--- src/rtl/ib_mul_digit_serial.sv ---
// Digit-serial WA x WB multiplier: one DIGIT x DIGIT partial product per cycle,
// sign handled by magnitude multiply plus a final conditional negate.
module ib_mul_digit_serial #(
  parameter int WA     = 8,
  parameter int WB     = 8,
  parameter int DIGIT  = 2,
  parameter int SIGNED = 0
) (
  input  logic             i_clk,
  input  logic             i_nrst,
  input  logic             i_start,
  input  logic [WA-1:0]    i_a,
  input  logic [WB-1:0]    i_b,
  output logic [WA+WB-1:0] o_c,
  output logic             o_busy,
  output logic             o_done
);

  localparam int DG  = (DIGIT < 1) ? 1 : DIGIT;
  localparam int NA  = WA / DG;
  localparam int NB  = WB / DG;
  localparam int WC  = WA + WB;
  localparam int IAW = (NA > 1) ? $clog2(NA) : 1;
  localparam int IBW = (NB > 1) ? $clog2(NB) : 1;

  localparam logic [1:0] S_IDLE = 2'd0;
  localparam logic [1:0] S_RUN  = 2'd1;
  localparam logic [1:0] S_FIN  = 2'd2;

  generate
    if ((DIGIT < 1) || (WA % DG != 0) || (WB % DG != 0)) begin : g_bad_params
      $error("ib_mul_digit_serial: WA and WB must be multiples of DIGIT, DIGIT >= 1");
    end
  endgenerate

  logic [1:0]      state_q, state_d;
  logic [WA-1:0]   a_mag_q, a_mag_d;
  logic [WB-1:0]   b_mag_q, b_mag_d;
  logic            neg_q, neg_d;
  logic [IAW-1:0]  ia_q, ia_d;
  logic [IBW-1:0]  ib_q, ib_d;
  logic [WC-1:0]   acc_q, acc_d;
  logic [WC-1:0]   c_q, c_d;
  logic            done_q, done_d;

  logic [WA-1:0]   a_abs;
  logic [WB-1:0]   b_abs;
  logic [DG-1:0]   dig_a, dig_b;
  logic [2*DG-1:0] pp;
  logic [WC-1:0]   pp_shifted;
  logic            last_pair;

  // Magnitude of the most-negative value still fits as an unsigned WA/WB-bit value.
  assign a_abs = ((SIGNED != 0) && i_a[WA-1]) ? -i_a : i_a;
  assign b_abs = ((SIGNED != 0) && i_b[WB-1]) ? -i_b : i_b;

  assign dig_a      = DG'(a_mag_q >> (DG * 32'(ia_q)));
  assign dig_b      = DG'(b_mag_q >> (DG * 32'(ib_q)));
  assign pp         = {{DG{1'b0}}, dig_a} * {{DG{1'b0}}, dig_b};
  assign pp_shifted = WC'(pp) << (DG * (32'(ia_q) + 32'(ib_q)));
  assign last_pair  = (ia_q == IAW'(NA - 1)) && (ib_q == IBW'(NB - 1));

  always_comb begin
    state_d = state_q;
    a_mag_d = a_mag_q;
    b_mag_d = b_mag_q;
    neg_d   = neg_q;
    ia_d    = ia_q;
    ib_d    = ib_q;
    acc_d   = acc_q;
    c_d     = c_q;
    done_d  = 1'b0;
    case (state_q)
      S_IDLE: begin
        if (i_start) begin
          a_mag_d = a_abs;
          b_mag_d = b_abs;
          neg_d   = (SIGNED != 0) && (i_a[WA-1] ^ i_b[WB-1]);
          ia_d    = '0;
          ib_d    = '0;
          acc_d   = '0;
          state_d = S_RUN;
        end
      end
      S_RUN: begin
        acc_d = acc_q + pp_shifted;
        if (last_pair) begin
          ia_d    = '0;
          ib_d    = '0;
          state_d = S_FIN;
        end else if (ia_q == IAW'(NA - 1)) begin
          ia_d = '0;
          ib_d = ib_q + 1'b1;
        end else begin
          ia_d = ia_q + 1'b1;
        end
      end
      S_FIN: begin
        c_d     = neg_q ? -acc_q : acc_q;
        done_d  = 1'b1;
        state_d = S_IDLE;
      end
      default: state_d = S_IDLE;
    endcase
  end

  always_ff @(posedge i_clk or negedge i_nrst) begin
    if (!i_nrst) begin
      state_q <= S_IDLE;
      a_mag_q <= '0;
      b_mag_q <= '0;
      neg_q   <= 1'b0;
      ia_q    <= '0;
      ib_q    <= '0;
      acc_q   <= '0;
      c_q     <= '0;
      done_q  <= 1'b0;
    end else begin
      state_q <= state_d;
      a_mag_q <= a_mag_d;
      b_mag_q <= b_mag_d;
      neg_q   <= neg_d;
      ia_q    <= ia_d;
      ib_q    <= ib_d;
      acc_q   <= acc_d;
      c_q     <= c_d;
      done_q  <= done_d;
    end
  end

  assign o_c    = c_q;
  assign o_busy = (state_q != S_IDLE);
  assign o_done = done_q;

endmodule
--- config.mk ---
export PLATFORM = sky130hd
export DESIGN_NAME = ib_mul_digit_serial
export DESIGN_NICKNAME = d
export VERILOG_FILES = /design/src/rtl/ib_mul_digit_serial.sv
export SDC_FILE = /design/constraint.sdc
export NUM_CORES = 1
export LEC_CHECK = 0
export CORE_MARGIN = 2
export CORE_UTILIZATION = 50
export DETAILED_ROUTE_END_ITERATION = 10
export PLACE_DENSITY = 0.8
export SLEW_MARGIN = 20
export SYNTH_ARGS = -nofsm -noshare
export SYNTH_HDL_FRONTEND = slang
export SYNTH_SLANG_ARGS = --single-unit
export TNS_END_PERCENT = 5
--- constraint.sdc ---
create_clock -name i_clk -period 8.9 [get_ports i_clk]
set_input_delay 0.89 -clock i_clk [delete_from_list [all_inputs] [get_ports i_clk]]
set_output_delay 0.89 -clock i_clk [all_outputs]
set_load 0.005 [all_outputs]
# Word level (Yosys, flattened, before mapping)
# Index checks and enable logic that the tools add are counted.
# word_totals
input_bits,19
output_inout_bits,18
elab_cells,44
reg_bits,55
# classes
n_reduce_logical,8
muxes,13
n_mul,1
n_eq_ne,7
n_shift,3
n_addsub,4
# op_table
cell,n
$pmux 16 s2,1
$add 16x16->16,1
$mux 16,1
$shl 4x4->16,1
$shr 8x3->2,2
$mux 2,7
$pmux 2 s2,3
$eq 2x2->1 const B,3
$reduce_and 2->1,3
$add 2x1->2 const B,2
$mul 2x2->4,1
$ne 2x2->1 const B,2
$reduce_bool 2->1,2
$add 2x2->3,1
$ne 3x3->1 const B,1
$reduce_and 3->1,1
$eq 2x1->1 const B,1
$logic_not 2->1,1
$logic_and 1x1->1,1
$mux 1,1

# Longest topological paths before layout
# logic_depth
depth_word,5
depth_mapped,14
ltp_nobuf,13

# Least setup slack after synthesis
# Ideal clock, no wire load.
# synth_timing
path_type,register to register
startpoint,register ia_q[0]
endpoint,register acc_q[10]
t_required_ns,8.778
synth_period_minus_slack_ns,3.556
path_buffers,0
stages_incl_launch_ff,14
setup_slack_ns,5.344
setup_time_ns,0.122
arrival_time_ns,3.434
path_cell_list,dfrtp_1 mux4_2 and2_1 ha_1 ha_1 nor2b_1 a31oi_1 nor2_1 ha_1 and2b_2 o2111ai_4 a21oi_1 or3_1 a32o_1
# synth_between
elab_chain_cells,5
word_cells_on_any_way,6
classes_between,2 x add/sub; 1 x mul; 2 x shift; 1 x mux
# synth_rtl
element,line,text
from (decl),40,"logic [IAW-1:0] ia_q, ia_d;"
from (signal assigned),123,ia_q <= ia_d;
$shr 8x3->2,57,assign dig_a = DG'(a_mag_q >> (DG * 32'(ia_q)));
$mul 2x2->4,59,"assign pp = {{DG{1'b0}}, dig_a} * {{DG{1'b0}}, dig_b};"
$shl 4x4->16 (*),60,assign pp_shifted = WC'(pp) << (DG * (32'(ia_q) + 32'(ib_q)));
$add 16x16->16 (*),86,acc_d = acc_q + pp_shifted;
$pmux 16 s2 (*),73,case (state_q)
to (signal assigned),115,acc_q <= '0;
to (signal assigned),125,acc_q <= acc_d;
to (decl),42,"logic [WC-1:0] acc_q, acc_d;"
# Every way passes the cells marked *; elsewhere a longest branch is shown, timed or not.
# A chain may end at the register's enable or synchronous reset.

# Final worst setup path
# Same ends and word-level chain as after synthesis.

==> results <==
- Measured along the x axis, the die boundary spans 85.2 um.
- Counting flops and latches in the post-synthesis netlist gives 55.
- In this run the tightest slew margin relative to its limit is 0.424.
- The quantity of I/O buffers inserted on ports is 36.
- STA classifies the critical path endpoint as a flip-flop.
- The number of detailed-routing iterations run before antenna repair is 4.
- The final count of pins violating max slew is 0.
- The kind of critical path is flip-flop to flip-flop.
- The via count of the first global-routing pass is 2544.
- The max capacitance violation total is 0.
- The count of nets left with antenna violations once routing finished came out at 0.
- The relative area change from synthesis to final layout is 15.3%.
- The first global-routing pass estimated 12300 um of wire.
- For the pin with the worst max-slew slack, the measured transition is 0.864 ns.
- The H-tree was split into 2 levels.
- Once placement finished, the instance area stood at 3700 sq um.
- The worst setup slack for register-to-register paths is 4.94 ns.
- The final setup TNS is 0 ns.
- The total via count after detailed routing is 2514.
- The net count after synthesis is 350.
- The async set or reset register ratio after synthesis is 1.00.
- Across the VDD grid, the largest voltage drop is 0.000181 V.
- The length of routed wiring on met1 is 3060 um.
- Counting I/O delays and the setup requirement, the final critical path takes 3.96 ns.
- The area of all sequential standard cells is 1380 sq um.
- The number of standard-cell rows in the floorplan is 29.
- The number of buffers created by CTS is 5.
- The source-to-sink clock delay at the later pin of the worst-skew pair is 0.32 ns.
- The congestion estimate from routability-driven global placement came to 0.972.
- Yosys mapped the design onto 56 distinct sky130hd cell types.
- Synthesis produced a netlist whose cell count is 309.
- The standard cell core area is 6350 sq um.
- The type of element launching the critical path is a flip-flop.
- The DRC violation count after routing is 0.
- The post-route core utilization is 0.598.
- Post-CTS repair changed the size of 0 cells.
- The share of synthesized area occupied by flip-flops and latches is 0.417.
- The leakage power figure is 0.00168 uW.
- The maximum operating frequency is 252 MHz.
- For this run, the number of standard cells in the final layout without fillers is 419.
- Of all nets on the critical path, the largest fanout is 6.
- The die covers 7260 sq um.
- The overall power consumption is 1320 uW.
- The sum of net half-perimeters after detailed placement is 5150 um.
- The number of antenna violations at the first check in global routing is 0.
- The TritonCTS clock tree is built.
- Yosys printed 0 warnings.
- The area used by multi-input combinational logic is 1790 sq um.
- The routed via count divided by cell count is 6.00.
- The maximum number of pins on one net before global-route repair is 56.
- Setup violations remaining at the end of the flow were counted as 0.
- The most used flip-flop cell after synthesis is dfrtp_1.
- The mapped netlist covers 3300 sq um.
- The cell count after placement is 411.
- Setup repair after global routing left no endpoint under its margin.
- In this run the power density over the cells is 346 nW/um^2.
- The wire length on met2 is 3420 um.
- The clock passes through at most 2 buffers.
- The starting density of the core is 0.519.
- The library cell used most frequently in the layout, excluding fill and tap cells, is dfrtp_1.
- The repair_antennas step left the layout with diodes totalling 0.
- The fraction of layout cells with a size suffix above 1 is 0.170.
- The number of endpoints with negative hold slack in the final report was 0.
- For the final database, setup skew stands at 0.0153 ns.
- The required time at the endpoint of the critical path is 9.11 ns.
- The top cell types in the final layout, fill and taps aside, are dfrtp_1, clkdlybuf4s50_1, mux2_2.
- The register clock-pin slew on the reported worst setup and hold paths is 0.11 ns.
- The initial detailed-routing violation count is 150.
- The total routing usage reported by global routing is 0.211.
- Dividing the final minimum period by the clock period gives 0.445.
- A synthesized cell averages 10.7 sq um.
- The average routed wire per standard cell is 16.4 um.
- The total clock sinks is 55.
- Yosys mapped a number of flops with a built-in enable equal to 0.
- The count of buffers added by post-CTS timing repair for setup is 0.
- Measured along the y axis, the die boundary spans 85.2 um.
- The worst hold path belongs to the class flip-flop to flip-flop.
- Pin placement for this block handled 37 I/O pins.
- The finished cells cover 3800 sq um.
- The aggregate global routing overflow is 0.
- The filler cells instantiated in the layout total 528.
- The library cell used as clock root buffer is clkbuf_8.
- The net count reported at finish is 382.
- The highest layer used for signal routing is met4.
- Summed over all layers, the routed wires come to 6880 um.
- The total met3 wirelength after detailed routing is 273 um.
- The arrival time of data at the critical path endpoint is 4.17 ns.
- The flow ran to the end, and the final reports show no timing, DRC or antenna violations.
- Buffers inserted to repair hold after CTS numbered 0.
==> synthesized netlist by cell type (all sizes together) (3+ instances only) <==
library cell	count	share of area
nand2	21	0.024
a21oi	13	0.020
inv	13	0.015
nor3	3	0.0046
o211ai	3	0.0068
xor2	5	0.013
mux2	31	0.11
ha	20	0.076
clkbuf	6	0.0068
a31oi	6	0.011
nor2	21	0.024
o21ai	18	0.027
nand2b	5	0.0095
or3	4	0.0076
a32o	5	0.015
o22ai	4	0.0076
o21a	3	0.0068
nand3	5	0.0076
a21o	6	0.014
and2	4	0.0076
buf	9	0.017
nor2b	4	0.0076
a211oi	5	0.013
mux4	4	0.027
dfrtp	55	0.42
==> worst max-delay path, cell delays in order, from the launching register on <==
cell       delay, ns
dfrtp_1         0.50
mux4_2          0.56
and2_1          0.16
ha_1            0.20
ha_1            0.30
nor2b_1         0.14
a31oi_1         0.35
nor2_1          0.11
ha_1            0.35
and2b_2         0.24
o2111ai_4       0.25
a21oi_1         0.11
or3_1           0.31
a32o_1          0.26
==> metrics by stage <==
stage	hold slack, ns	worst slack, ns
floorplan	0.473	5.34
global placement	0.461	5.13
detailed placement	0.493	5.00
CTS	0.515	4.96
global route	0.529	4.72
finish	0.511	4.94
==> layer usage <==
metal / vias to the layer above / track usage
met5: - / 0
li1: 1213 / -
met1: 1220 / 0.281
met3: 13 / 0.0350
met4: 0 / 0.0649
met2: 68 / 0.355
==> layout make-up <==
cell class	count	area share
inverters	13	0.0128
flip-flops and latches	55	0.362
well taps	77	0.0254
clock inverters	2	0.00461
repair buffers	40	0.101
multi-input cells	226	0.472
clock buffers	6	0.0217
==> sequential cells by signal, indices dropped and copies added (netlist names) <==
signal   cells
acc_q       16
o_c         16
a_mag_q      8
b_mag_q      8
ia_q         2
ib_q         2
state_q      2
o_done       1
==> final timing paths <==
| path | end | startpoint | depth (start not counted) |
|---|---|---|---|
| setup / recovery | acc_q[10]$_DFFE_PN0P_ | ia_q[0]$_DFFE_PN0P_ | 13 |
| hold reg to reg | o_c[8]$_DFFE_PN0P_ | o_c[8]$_DFFE_PN0P_ | 1 |
| hold / removal | o_c[8]$_DFFE_PN0P_ | o_c[8]$_DFFE_PN0P_ | 1 |
| max in group asynchronous | acc_q[4]$_DFFE_PN0P_ | i_nrst | 2 |
| min in group asynchronous | o_c[3]$_DFFE_PN0P_ | i_nrst | 2 |
| setup reg to reg | acc_q[10]$_DFFE_PN0P_ | ia_q[0]$_DFFE_PN0P_ | 13 |
==> power by group <==
group	internal (uW)	total (uW)	switching [uW]
registers	344	416	72.2
clock network	65.4	152	87.1
logic	355	748	392
total	765	1320	552
==> cells by family after synthesis <==
logic type / count (synthesis) / share of synthesized area
compound gates: 81 / 0.178
xor+xnor: 6 / 0.0159
fa+ha+maj: 22 / 0.0880
buf+inv: 28 / 0.0387
flops: 55 / 0.417
mux: 36 / 0.136
simple gates: 81 / 0.126
Note: power is estimated with default switching activity, not from simulation.
